File: config.mk
export PLATFORM = sky130hd
export DESIGN_NAME = ysyx_25060170_idu_stage
export DESIGN_NICKNAME = d
export VERILOG_FILES = /design/src/rtl/ysyx_25060170_idu_stage.sv
export SDC_FILE = /design/constraint.sdc
export NUM_CORES = 1
export LEC_CHECK = 0
export CORE_ASPECT_RATIO = 1.5
export CORE_MARGIN = 2
export CORE_UTILIZATION = 55
export DETAILED_ROUTE_END_ITERATION = 10
export PLACE_DENSITY_LB_ADDON = 0.15
export SLEW_MARGIN = 30
export SYNTH_ARGS = -nofsm -noshare
export SYNTH_HDL_FRONTEND = slang
export SYNTH_SLANG_ARGS = --single-unit
export TNS_END_PERCENT = 1
File: constraint.sdc
create_clock -name clk -period 3.66 [get_ports clk]
set_clock_uncertainty 0.05 [all_clocks]
set_input_delay 0.366 -clock clk [delete_from_list [all_inputs] [get_ports clk]]
set_output_delay 0.366 -clock clk [all_outputs]
set_load 0.05 [all_outputs]
File: src/rtl/ysyx_25060170_idu_stage.sv
// RV32I/RV32E decode stage: combinational decode of the offered instruction,
// captured into an output register with a one-entry skid buffer behind it.
module ysyx_25060170_idu_stage #(
  parameter int XLEN   = 32,
  parameter int REG_AW = 5
) (
  input  logic              clk,
  input  logic              rst_n,
  input  logic              flush_i,
  input  logic              in_valid_i,
  output logic              in_ready_o,
  input  logic [XLEN-1:0]   pc_i,
  input  logic [31:0]       inst_i,
  output logic [REG_AW-1:0] rs1_raddr_o,
  output logic [REG_AW-1:0] rs2_raddr_o,
  input  logic [XLEN-1:0]   reg1_rdata_i,
  input  logic [XLEN-1:0]   reg2_rdata_i,
  output logic              out_valid_o,
  input  logic              out_ready_i,
  output logic [XLEN-1:0]   out_pc_o,
  output logic [REG_AW-1:0] rd_addr_o,
  output logic [XLEN-1:0]   imm_o,
  output logic [XLEN-1:0]   op_1_o,
  output logic [XLEN-1:0]   op_2_o,
  output logic [XLEN-1:0]   rs1_data_o,
  output logic [XLEN-1:0]   rs2_data_o,
  output logic [3:0]        ALUop_o,
  output logic [1:0]        regS_o,
  output logic [2:0]        funct3_o,
  output logic              RegW_o,
  output logic              MemWr_o,
  output logic              MemRd_o,
  output logic              branch_o,
  output logic              jal_o,
  output logic              PCx1_o,
  output logic              jump_en_o,
  output logic              illegal_o
);

  localparam logic [6:0] OPC_OP     = 7'b0110011;
  localparam logic [6:0] OPC_OPIMM  = 7'b0010011;
  localparam logic [6:0] OPC_LOAD   = 7'b0000011;
  localparam logic [6:0] OPC_STORE  = 7'b0100011;
  localparam logic [6:0] OPC_LUI    = 7'b0110111;
  localparam logic [6:0] OPC_AUIPC  = 7'b0010111;
  localparam logic [6:0] OPC_BRANCH = 7'b1100011;
  localparam logic [6:0] OPC_JAL    = 7'b1101111;
  localparam logic [6:0] OPC_JALR   = 7'b1100111;

  typedef enum logic [1:0] {
    ST_EMPTY = 2'd0,
    ST_FULL  = 2'd1,
    ST_SKID  = 2'd2
  } state_t;

  typedef struct packed {
    logic [XLEN-1:0]   pc;
    logic [XLEN-1:0]   imm;
    logic [XLEN-1:0]   op1;
    logic [XLEN-1:0]   op2;
    logic [XLEN-1:0]   rs1d;
    logic [XLEN-1:0]   rs2d;
    logic [REG_AW-1:0] rd;
    logic [3:0]        aluop;
    logic [1:0]        regs;
    logic [2:0]        funct3;
    logic              regw;
    logic              memwr;
    logic              memrd;
    logic              branch;
    logic              jal;
    logic              pcx1;
    logic              jump_en;
    logic              illegal;
  } bundle_t;

  function automatic logic [XLEN-1:0] sext32(input logic [31:0] v);
    sext32 = XLEN'($signed(v));
  endfunction

  function automatic logic [3:0] alu_base(input logic [2:0] f3);
    case (f3)
      3'b000:  alu_base = 4'd0;
      3'b001:  alu_base = 4'd2;
      3'b010:  alu_base = 4'd3;
      3'b011:  alu_base = 4'd4;
      3'b100:  alu_base = 4'd5;
      3'b101:  alu_base = 4'd6;
      3'b110:  alu_base = 4'd8;
      3'b111:  alu_base = 4'd9;
      default: alu_base = 4'd0;
    endcase
  endfunction

  logic [6:0]  opcode_s;
  logic [2:0]  f3_s;
  logic [6:0]  f7_s;
  logic [31:0] imm_i_s, imm_s_s, imm_b_s, imm_u_s, imm_j_s;
  logic        bad_s, rve_bad_s, use_rs1_s, use_rs2_s, use_rd_s;
  logic        accept_s, load_main_s, main_from_skid_s, load_skid_s;
  bundle_t     dec_s, main_r, skid_r;
  state_t      state_r, state_nxt_s;
  logic        in_ready_r, out_valid_r;

  assign opcode_s = inst_i[6:0];
  assign f3_s     = inst_i[14:12];
  assign f7_s     = inst_i[31:25];
  assign imm_i_s  = {{20{inst_i[31]}}, inst_i[31:20]};
  assign imm_s_s  = {{20{inst_i[31]}}, inst_i[31:25], inst_i[11:7]};
  assign imm_b_s  = {{20{inst_i[31]}}, inst_i[7], inst_i[30:25], inst_i[11:8], 1'b0};
  assign imm_u_s  = {inst_i[31:12], 12'd0};
  assign imm_j_s  = {{12{inst_i[31]}}, inst_i[19:12], inst_i[20], inst_i[30:21], 1'b0};

  assign rs1_raddr_o = inst_i[15 +: REG_AW];
  assign rs2_raddr_o = inst_i[20 +: REG_AW];

  // Instruction decode into a bundle, with illegal encodings squashed.
  always_comb begin
    dec_s        = '0;
    bad_s        = 1'b0;
    use_rs1_s    = 1'b0;
    use_rs2_s    = 1'b0;
    use_rd_s     = 1'b0;
    dec_s.pc     = pc_i;
    dec_s.rd     = inst_i[7 +: REG_AW];
    dec_s.rs1d   = reg1_rdata_i;
    dec_s.rs2d   = reg2_rdata_i;
    dec_s.funct3 = f3_s;
    case (opcode_s)
      OPC_OP: begin
        {use_rs1_s, use_rs2_s, use_rd_s} = 3'b111;
        dec_s.op1  = reg1_rdata_i;
        dec_s.op2  = reg2_rdata_i;
        dec_s.regw = 1'b1;
        if (inst_i[30] && (f3_s == 3'b000 || f3_s == 3'b101)) begin
          dec_s.aluop = alu_base(f3_s) + 4'd1;
        end else begin
          dec_s.aluop = alu_base(f3_s);
        end
        if (f7_s == 7'h00 || (f7_s == 7'h20 && (f3_s == 3'b000 || f3_s == 3'b101))) begin
          bad_s = 1'b0;
        end else begin
          bad_s = 1'b1;
        end
      end
      OPC_OPIMM: begin
        {use_rs1_s, use_rd_s} = 2'b11;
        dec_s.imm  = sext32(imm_i_s);
        dec_s.op1  = reg1_rdata_i;
        dec_s.op2  = sext32(imm_i_s);
        dec_s.regw = 1'b1;
        if (inst_i[30] && f3_s == 3'b101) begin
          dec_s.aluop = 4'd7;
        end else begin
          dec_s.aluop = alu_base(f3_s);
        end
      end
      OPC_LOAD: begin
        {use_rs1_s, use_rd_s} = 2'b11;
        dec_s.imm   = sext32(imm_i_s);
        dec_s.op1   = reg1_rdata_i;
        dec_s.op2   = sext32(imm_i_s);
        dec_s.regw  = 1'b1;
        dec_s.memrd = 1'b1;
        dec_s.regs  = 2'd1;
      end
      OPC_STORE: begin
        {use_rs1_s, use_rs2_s} = 2'b11;
        dec_s.imm   = sext32(imm_s_s);
        dec_s.op1   = reg1_rdata_i;
        dec_s.op2   = sext32(imm_s_s);
        dec_s.memwr = 1'b1;
      end
      OPC_LUI: begin
        use_rd_s    = 1'b1;
        dec_s.imm   = sext32(imm_u_s);
        dec_s.op2   = sext32(imm_u_s);
        dec_s.aluop = 4'd10;
        dec_s.regw  = 1'b1;
      end
      OPC_AUIPC: begin
        use_rd_s   = 1'b1;
        dec_s.imm  = sext32(imm_u_s);
        dec_s.op1  = pc_i;
        dec_s.op2  = sext32(imm_u_s);
        dec_s.regw = 1'b1;
        dec_s.regs = 2'd3;
      end
      OPC_BRANCH: begin
        {use_rs1_s, use_rs2_s} = 2'b11;
        dec_s.imm    = sext32(imm_b_s);
        dec_s.op1    = reg1_rdata_i;
        dec_s.op2    = reg2_rdata_i;
        dec_s.branch = 1'b1;
        case (f3_s)
          3'b100, 3'b101: dec_s.aluop = 4'd3;
          3'b110, 3'b111: dec_s.aluop = 4'd4;
          default:        dec_s.aluop = 4'd1;
        endcase
      end
      OPC_JAL: begin
        use_rd_s   = 1'b1;
        dec_s.imm  = sext32(imm_j_s);
        dec_s.op1  = pc_i;
        dec_s.op2  = XLEN'(32'd4);
        dec_s.jal  = 1'b1;
        dec_s.regw = 1'b1;
        dec_s.regs = 2'd2;
      end
      OPC_JALR: begin
        {use_rs1_s, use_rd_s} = 2'b11;
        dec_s.imm  = sext32(imm_i_s);
        dec_s.op1  = pc_i;
        dec_s.op2  = XLEN'(32'd4);
        dec_s.pcx1 = 1'b1;
        dec_s.regw = 1'b1;
        dec_s.regs = 2'd2;
      end
      default: bad_s = 1'b1;
    endcase
    // RV32E only has x0..x15, so bit 4 of any register index in use is illegal.
    rve_bad_s = (REG_AW < 5) &&
                ((use_rs1_s && inst_i[19]) || (use_rs2_s && inst_i[24]) || (use_rd_s && inst_i[11]));
    if (bad_s || rve_bad_s) begin
      dec_s.regw    = 1'b0;
      dec_s.memwr   = 1'b0;
      dec_s.memrd   = 1'b0;
      dec_s.branch  = 1'b0;
      dec_s.jal     = 1'b0;
      dec_s.pcx1    = 1'b0;
      dec_s.illegal = 1'b1;
    end else begin
      dec_s.illegal = 1'b0;
    end
    dec_s.jump_en = dec_s.jal | dec_s.pcx1;
  end

  assign accept_s = in_valid_i & in_ready_r & ~flush_i;

  // Main/skid occupancy state machine and register load enables.
  always_comb begin
    state_nxt_s      = state_r;
    load_main_s      = 1'b0;
    main_from_skid_s = 1'b0;
    load_skid_s      = 1'b0;
    if (flush_i) begin
      state_nxt_s = ST_EMPTY;
    end else begin
      case (state_r)
        ST_EMPTY: begin
          if (accept_s) begin
            load_main_s = 1'b1;
            state_nxt_s = ST_FULL;
          end else begin
            state_nxt_s = ST_EMPTY;
          end
        end
        ST_FULL: begin
          if (accept_s && out_ready_i) begin
            load_main_s = 1'b1;
            state_nxt_s = ST_FULL;
          end else if (accept_s) begin
            load_skid_s = 1'b1;
            state_nxt_s = ST_SKID;
          end else if (out_ready_i) begin
            state_nxt_s = ST_EMPTY;
          end else begin
            state_nxt_s = ST_FULL;
          end
        end
        ST_SKID: begin
          if (out_ready_i) begin
            load_main_s      = 1'b1;
            main_from_skid_s = 1'b1;
            state_nxt_s      = ST_FULL;
          end else begin
            state_nxt_s = ST_SKID;
          end
        end
        default: state_nxt_s = ST_EMPTY;
      endcase
    end
  end

  // State and handshake flags, registered so in_ready never sees out_ready.
  always_ff @(posedge clk or negedge rst_n) begin
    if (!rst_n) begin
      state_r     <= ST_EMPTY;
      in_ready_r  <= 1'b1;
      out_valid_r <= 1'b0;
    end else begin
      state_r     <= state_nxt_s;
      in_ready_r  <= (state_nxt_s != ST_SKID);
      out_valid_r <= (state_nxt_s != ST_EMPTY);
    end
  end

  // Decoded bundle storage: main output register and skid entry.
  always_ff @(posedge clk or negedge rst_n) begin
    if (!rst_n) begin
      main_r <= '0;
      skid_r <= '0;
    end else begin
      if (load_main_s) begin
        main_r <= main_from_skid_s ? skid_r : dec_s;
      end else begin
        main_r <= main_r;
      end
      if (load_skid_s) begin
        skid_r <= dec_s;
      end else begin
        skid_r <= skid_r;
      end
    end
  end

  assign in_ready_o  = in_ready_r;
  assign out_valid_o = out_valid_r;
  assign out_pc_o    = main_r.pc;
  assign rd_addr_o   = main_r.rd;
  assign imm_o       = main_r.imm;
  assign op_1_o      = main_r.op1;
  assign op_2_o      = main_r.op2;
  assign rs1_data_o  = main_r.rs1d;
  assign rs2_data_o  = main_r.rs2d;
  assign ALUop_o     = main_r.aluop;
  assign regS_o      = main_r.regs;
  assign funct3_o    = main_r.funct3;
  assign RegW_o      = main_r.regw;
  assign MemWr_o     = main_r.memwr;
  assign MemRd_o     = main_r.memrd;
  assign branch_o    = main_r.branch;
  assign jal_o       = main_r.jal;
  assign PCx1_o      = main_r.pcx1;
  assign jump_en_o   = main_r.jump_en;
  assign illegal_o   = main_r.illegal;

endmodule

# [Word level (Yosys, flattened, before mapping)]
# Memory sizes are Yosys's and may differ from the RTL's.
# Index checks and enable logic that the tools add are counted.
# W data, S select, Z words.
[totals] memories=3 output_inout_bits=226 regBits=432 romBits=96
[mem_list] memory="(no name shown)" depth=8 width=4 rd=1 rd_ports_with_merged_regs=0 write_ports=0 line="82" text="case (f3)"
[mem_list] memory="(no name shown)" depth=8 width=4 rd=1 rd_ports_with_merged_regs=0 write_ports=0 line="82"
[mem_list] memory="(no name shown)" depth=8 width=4 rd=1 rd_ports_with_merged_regs=0 write_ports=0 line="82"
[classes] mux=38 n_eq_ne=17 bitwise=4 n_reduce_logical=21 add_sub_neg=1
[ops] cell="$pmux W32 S5" n=2
[ops] cell="$mux W214" n=1
[ops] cell="$pmux W32 S2" n=1
[ops] cell="$eq A7 B6 Y1 const B" n=4
[ops] cell="$eq A7 B7 Y1 const B" n=3
[ops] cell="$mux W1" n=19
[ops] cell="$mux W4" n=4
[ops] cell="$pmux W4 S4" n=1
[ops] cell="$eq A7 B5 Y1 const B" n=2
[ops] cell="$eq A3 B3 Y1 const B" n=4
[ops] cell="$pmux W2 S3" n=2
[ops] cell="$reduce_or A2 Y1" n=6
[ops] cell="$mux W2" n=4
[ops] cell="$reduce_or A8 Y1" n=1
[ops] cell="$eq A7 B2 Y1 const B" n=1
[ops] cell="$logic_not A7 Y1" n=1
[ops] cell="$reduce_or A7 Y1" n=1
[ops] cell="$mux W6" n=1
[ops] cell="$pmux W3 S2" n=1
[ops] cell="$reduce_or A3 Y1" n=2
[ops] cell="$reduce_or A5 Y1" n=1
[ops] cell="$add A4 B1 Y4 const B" n=1
[ops] cell="$logic_and A1 B1 Y1" n=4
[ops] cell="$logic_not A3 Y1" n=1
[ops] cell="other kinds (11)" n=13

# [Logic depth before layout (Yosys ltp)]
# Gate-level depths: netlist (run 1).
[depth] word_depth=9 ltp_mapped=10 mapped_depth_nobuf=10

# [Least setup slack after synthesis (run 1)]
# Ideal clock, no wire load.
[synth_timing] path_kind="register -> register" start="reg in_ready_r (netlist: in_ready_o)" end="reg main_r, in the netlist op_2_o[11]" path_slack_ns=1.438 period_less_slack_ns=2.222 path_buffers=1 path_stages_with_launch=9 t_arrival_ns=2.105 path_cell_list="dfstp_2 -> nand2_1 -> nor2_1 -> ha_1 -> nand2_1 -> a211o_1 -> clkbuf_1 -> or3_1 -> nand2_1"
[synth_between] elab_chain_cells=6 elab_cells_between_ends=7 cone_classes="4 x mux; 2 x bitwise; 1 x reduce/logical"
[synth_rtl] item="from (decl)" line="103" text="logic in_ready_r, out_valid_r;"
[synth_rtl] item="from (signal assigned)" line="293" text="in_ready_r <= (state_nxt_s != ST_SKID);"
[synth_rtl] item="$and A1 B1 Y1 * (2 in a row)" line="238" text="assign accept_s = in_valid_i & in_ready_r & ~flush_i;"
[synth_rtl] item="$logic_and A1 B1 Y1" line="259" text="if (accept_s && out_ready_i) begin"
[synth_rtl] item="$mux W1" line="259"
[synth_rtl] item="$pmux W1 S3 *" line="249" text="case (state_r)"
[synth_rtl] item="$mux W1 *" line="246" text="if (flush_i) begin"
[synth_rtl] item="to (signal assigned)" line="305" text="main_r <= main_from_skid_s ? skid_r : dec_s;"
[synth_rtl] item="to (signal assigned)" line="307" text="main_r <= main_r;"
[synth_rtl] item="to (decl)" line="101" text="bundle_t dec_s, main_r, skid_r;"
# Every way passes the cells marked *; elsewhere a longest branch is shown, timed or not.
# A chain may end at the register's enable or synchronous reset.

# [Worst setup path after layout (run 1)]
[layout_timing] start="reg in_ready_r (netlist: in_ready_o)" end="reg main_r, in the netlist op_1_o[1]"
# The elaborated chain is that of the path after synthesis.

==> summary.md, run 1 <==
| Metric | Value |
|---|---|
| Crit path DAT | 3.09 ns |
| H-tree depth | 2 |
| Ports | 359 |
| Hold_ws | 0.384 ns |
| Seq cells post-synth | 432 |
| Crit Path Max Fanout | 32 |
| Overflow left after global routing | 0 |
| Worst-margin pin slew | 0.896 ns |
| Post-synthesis cell area | 19000 µm² |
| Number of global-route vias before repair | 17100 |
| Fmax | 0.376 GHz |
| First-pass GRT wire length | 93600 µm |
| Clock slew at reported path FFs | 0.06 ns |
| Final Hold Viols | 0 |
| Initial antenna violation count | 1 |
| IO Port Bufs | 358 |
| Row count | 83 |
| Clock power frac | 33.2% |
| Total net switching power | 4.28 mW |
| Core box area | 34200 µm² |
| Most frequent cells in the layout | nand2_1 (702), dfrtp_1 (431), clkdlybuf4s50_1 (357) |
| DP HPWL | 38800 µm |
| Clk buf depth | 3 |
| Netlist cell types | 59 |
| Internal power | 9.04 mW |
| GPL Wtd Cong | 0.909 |
| Global routing met3 resource utilization | 5.30% |
| Sum Neg Setup Slack | 0 ns |
| WP data required | 4.09 ns |
| Worst slew margin relative to its limit | 40.2% |
| Gate power share | 23.3% |
| Final Cycle Share | 72.7% |
| Layout cells sized above 1 | 5.53% |
| Grt met2 use | 55.1% |
| CTS buffer count | 41 |
| Non-filler instance count after layout | 2850 |
| Yosys warning count | 0 |
| CP startpoint kind | flop |
| Final Instance Area | 24400 µm² |
| Met1 Use GR | 40.7% |
| Most common cell after layout, fill and taps aside | nand2_1 |
| Avg Inst Size Synth | 8.97 µm² |
| RSZ-0062 raised after global routing | no |
| Post-CTS setup buffer count | 0 |
| Post-synth EDFFs | 0 |
| Die width | 156 µm |
| Clk_lat worst skew | 0.54 ns |
| CTS tree | built |
| DR pass1 iterations | 6 |
| Ys async rst share | 100% |
| Via density | 6.01 |
| Die area | 36100 µm² |
| Main synth FF type | dfrtp_1 |
| Largest net degree at the start of global routing | 139 |
| Vias | 17100 |
| Fin util | 71.4% |
| Peak supply drop | 0.449 mV |
| Total Routing Usage GR | 32.8% |
| DRT iter0 DRCs | 1237 |
| Initial Utilization | 55.7% |
| Sw Share | 32.1% |
| Max Cap Viol | 0 |
| Power per cell area | 546 nW/µm² |
| Nets | 2534 |
| Worst Setup Path Type | reg -> reg |
| Routed len/inst | 20.8 µm |
| CP endpoint kind | flop |
| HP Class | in -> reg |
| Max-slew violations | 0 |
| Status | finished clean |
| Clk sinks | 432 |
| Leakage | 10.8 nW |
| Final min period | 2.66 ns |
| Syn nets | 2262 |
| Sequential-to-total area share from yosys stat | 56.8% |
| Flop pwr share | 43.4% |
| DP Area | 23000 µm² |
| Routed WL | 59200 µm |
| Placed cells | 2774 |
| Filler cells | 2622 |
| DR DRC count | 0 |
| # setup viols final | 0 |
| Height of the die | 232 µm |
| Gr busiest metal | met2 |
| Gate count of the mapped netlist | 2121 |
| Final ANT Viol Nets | 0 |
| Root buffer cell | clkbuf_16 |
| Area Overhead vs Synth | 28.1% |
## cells by family (layout without fill, tap and decap cells)
family,after synthesis,in the layout,synth area share [%]
AO/OA/AOI/OAI,572,572,19.0
XOR/XNOR,4,4,0.184
adder cells (fa/ha/maj),8,8,0.526
buffers and inverters,184,487,4.23
flip-flops,432,432,56.8
multiplexers,3,3,0.171
other,0,1,0
AND/OR/NAND/NOR,918,918,19.1
## power groups by stage
stage | logic [mW] | clock network (mW) | registers, mW
after floorplan | 0.798 | 0 | 6.86
after global placement | 3.05 | 0 | 5.83
after detailed placement | 3.10 | 0 | 5.86
after CTS | 3.12 | 4.48 | 5.78
after global routing | 3.31 | 4.66 | 5.85
final | 3.11 | 4.42 | 5.78
## worst max-delay path: stages, from the launching register on
cell and delay (ns):
dfstp_2 0.55, nand2_1 0.07, nor2_1 0.14, ha_1 0.27
nand2_1 0.08, a211o_2 0.59, nor2b_4 0.17, buf_4 0.40
a22oi_1 0.16, nand2_1 0.10
## synthesized netlist by cell type (all sizes together) (10+ instances only)
cell type | count | share of area (%)
buf | 60 | 1.8
o21ai | 169 | 4.4
nand2 | 702 | 14
clkbuf | 114 | 2.2
a21oi | 71 | 1.9
o22ai | 18 | 0.59
dfrtp | 431 | 57
a22oi | 151 | 6.0
nor2 | 152 | 3.0
inv | 10 | 0.20
nor2b | 18 | 0.59
a31oi | 110 | 3.6
o21a | 11 | 0.43
## through the flow
step	setup slack, ns	total power, mW
2_1_floorplan	1.44	7.66
3_5_place_dp	0.617	8.96
5_1_grt	0.800	13.8
4_1_cts	1.02	13.4
6_report	0.999	13.3
3_3_place_gp	0.702	8.88
## layout make-up
cell class	instances	area [µm²]	area share, %
Sequential cell	432	10800	44.3
Multi-Input combinational cell	1505	7510	30.8
Timing Repair Buffer	403	4090	16.8
Clock buffer	60	1250	5.13
Tap cell	425	532	2.18
Clock inverter	14	151	0.621
Inverter	10	37.5	0.154
Antenna cell	1	2.50	0.0103
## metal layers
metal | vias up | part of all wire, %
met1 | 8403 | 38
met4 | 0 | 5.8
met5 | - | 0
met3 | 171 | 6.8
met2 | 783 | 50
li1 | 7776 | -
## state kept, by name (all words and copies together) (netlist names), 2 cells and up
signal and flops:
ALUop_o 4, funct3_o 3, op_1_o 32, rd_addr_o 5
imm_o 32, regS_o 2, op_2_o 32, state_r 2
out_pc_o 32, skid_r 214, rs2_data_o 32, rs1_data_o 32
## what timing repair did
| item | in CTS | in global routing |
|---|---|---|
| hold endpoints to repair | 92 | 0 |
| hold buffers | 1 | 0 |
| resized for setup | 0 | 0 |
## worst paths after layout
check | startpoint | to | slack [ns] | cells after the start
worst min register to register | skid_r[12] | skid_r[12] | 0.42 | 2
worst min-delay path | reg2_rdata_i[23] | skid_r[45] | 0.38 | 3
worst max-delay path | in_ready_o | op_1_o[1] | 1.0 | 9
max in group asynchronous | rst_n | rs2_data_o[22] | 2.15 | 3
worst max register to register | in_ready_o | op_1_o[1] | 1.0 | 9
min in group asynchronous | rst_n | skid_r[200] | 0.41 | 2
No activity file was read; power rests on OpenSTA's default activity.
==> inputs of run 2 (changes only) <==
Settings changed: CORE_UTILIZATION 55 to 47.
Clock period 3.66 ns to 2.3 ns, I/O delays scaled along.
==> summary.md, run 2 (synthesized netlist as in run 1, its figures left out) <==
| Metric | Value |
|---|---|
| Status | finished clean |
| Core box area | 40100 µm² |
| H-tree depth | 2 |
| Ports | 359 |
| Worst-margin pin slew | 0.722 ns |
| Worst slew margin relative to its limit | 50.6% |
| Power per cell area | 846 nW/µm² |
| Slowest Stage Delay on Critical Path | 0.54 ns |
| Sum Neg Setup Slack | 0 ns |
| DP HPWL | 42700 µm |
| Initial Utilization | 47.5% |
| Hold_ws | 0.183 ns |
| Clk_lat worst skew | 0.54 ns |
| Nets | 2628 |
| HP Class | in -> async |
| Crit path DAT | 2.62 ns |
| Clock slew at reported path FFs | 0.06 ns |
| First-pass GRT wire length | 96300 µm |
| Fin util | 63.8% |
| CP endpoint kind | flop |
| Most frequent cells in the layout | nand2_1 (702), dfrtp_1 (431), clkdlybuf4s50_1 (350) |
| Fmax | 0.454 GHz |
| Die width | 168 µm |
| Routed WL | 62100 µm |
| Final min period | 2.20 ns |
| Routed len/inst | 20.5 µm |
| Max-slew violations | 0 |
| Most common cell after layout, fill and taps aside | nand2_1 |
| CP Cell Sequence | nand2_1 -> nor2_2 -> ha_2 -> nand2_1 -> a211o_4 -> nor2b_4 -> buf_6 -> buf_12 -> a22oi_1 -> nand2_1 |
| Largest Register | skid_r |
| Layout cells sized above 1 | 9.53% |
| Filler cells | 3260 |
| FF+latch area | 10800 µm² |
| Vias | 17100 |
| Final Instance Area | 25600 µm² |
| DRT iter0 DRCs | 1400 |
| Overflow left after global routing | 0 |
| Height of the die | 250 µm |
| GPL Wtd Cong | 0.882 |
| Clk sinks | 432 |
| Leakage | 11.4 nW |
| Cell family with most CP delay | flip-flops |
| Worst path bufs/invs | 2 |
| Die area | 42200 µm² |
| Peak supply drop | 0.631 mV |
| Worst Setup Path Type | reg -> reg |
| Area Overhead vs Synth | 34.4% |
| Largest net degree at the start of global routing | 77 |
| Max Cap Viol | 0 |
| CP startpoint kind | flop |
| Number of global-route vias before repair | 17000 |
| Power, Total | 21.6 mW |
| DR pass1 iterations | 6 |
| # setup viols final | 0 |
| DR DRC count | 0 |
| Row count | 90 |
| DP Area | 24000 µm² |
| Clk buf depth | 3 |
| Final Hold Viols | 0 |
| CTS buffer count | 42 |
| Crit Path Max Fanout | 6 |
| WP data required | 2.72 ns |
| Max reg flops | 214 |
| Total Routing Usage GR | 29.0% |
| Most frequent CP cell | nand2_1 |
| CTS tree | built |
| Via density | 5.64 |
| Root buffer cell | clkbuf_16 |
| Final ANT Viol Nets | 0 |
| Final Cycle Share | 95.7% |
| Slowest stage cell, crit path | dfstp_2 |
| Initial antenna violation count | 1 |
| Area of the multi-input gates | 7540 µm² |
| IO Port Bufs | 358 |
[run 2: where the power goes]
| part | internal (mW) | total [mW] | leakage (nW) | switching [mW] |
|---|---|---|---|---|
| logic | 1.76 | 5.08 | 5.14 | 3.32 |
| registers | 8.61 | 9.20 | 5.55 | 0.587 |
| clock network | 4.38 | 7.36 | 0.724 | 2.97 |
[run 2: cell type report]
| cell class | count | area share (%) |
|---|---|---|
| Timing Repair Buffer | 496 | 19.9 |
| Sequential cell | 432 | 42.3 |
| Tap cell | 506 | 2.47 |
| Multi-Input combinational cell | 1505 | 29.5 |
| Clock inverter | 17 | 0.865 |
| Antenna cell | 1 | 0.00978 |
| Clock buffer | 58 | 4.90 |
| Inverter | 10 | 0.147 |
[run 2: final timing paths]
kind	depth (start not counted)	from	end	slack, ns
max reg2reg	10	in_ready_o	op_1_o[1]	0.1
min in group clk	3	reg2_rdata_i[13]	skid_r[35]	0.25
min reg2reg	2	skid_r[69]	skid_r[69]	0.42
max in group asynchronous	3	rst_n	rs2_data_o[19]	1.22
min	2	rst_n	rs1_data_o[26]	0.18
max	10	in_ready_o	op_1_o[1]	0.1
[run 2: metrics by stage]
| step | std cells | setup slack, ns |
|---|---|---|
| floorplan | 2121 | 0.0777 |
| global placement | 2940 | -0.220 |
| detailed placement | 2940 | -0.267 |
| CTS | 3016 | 0.0206 |
| global route | 3025 | -0.00891 |
| finish | 3025 | 0.0990 |
[run 2: per-layer routing]
layer,global-route usage [%],routed length [µm],up-vias
met5,0,0,-
met4,12.3,2780,0
met3,4.71,3730,128
met2,51.0,31900,624
met1,35.2,23700,8355
li1,-,-,7964
[run 2: what timing repair did]
action,4_1_cts,5_1_grt
setup endpoints to repair,2,44
setup buffers,0,5
pin swaps,0,3
gates cloned,0,3
resized for setup,1,8
hold endpoints to repair,52,0
hold buffers,1,0
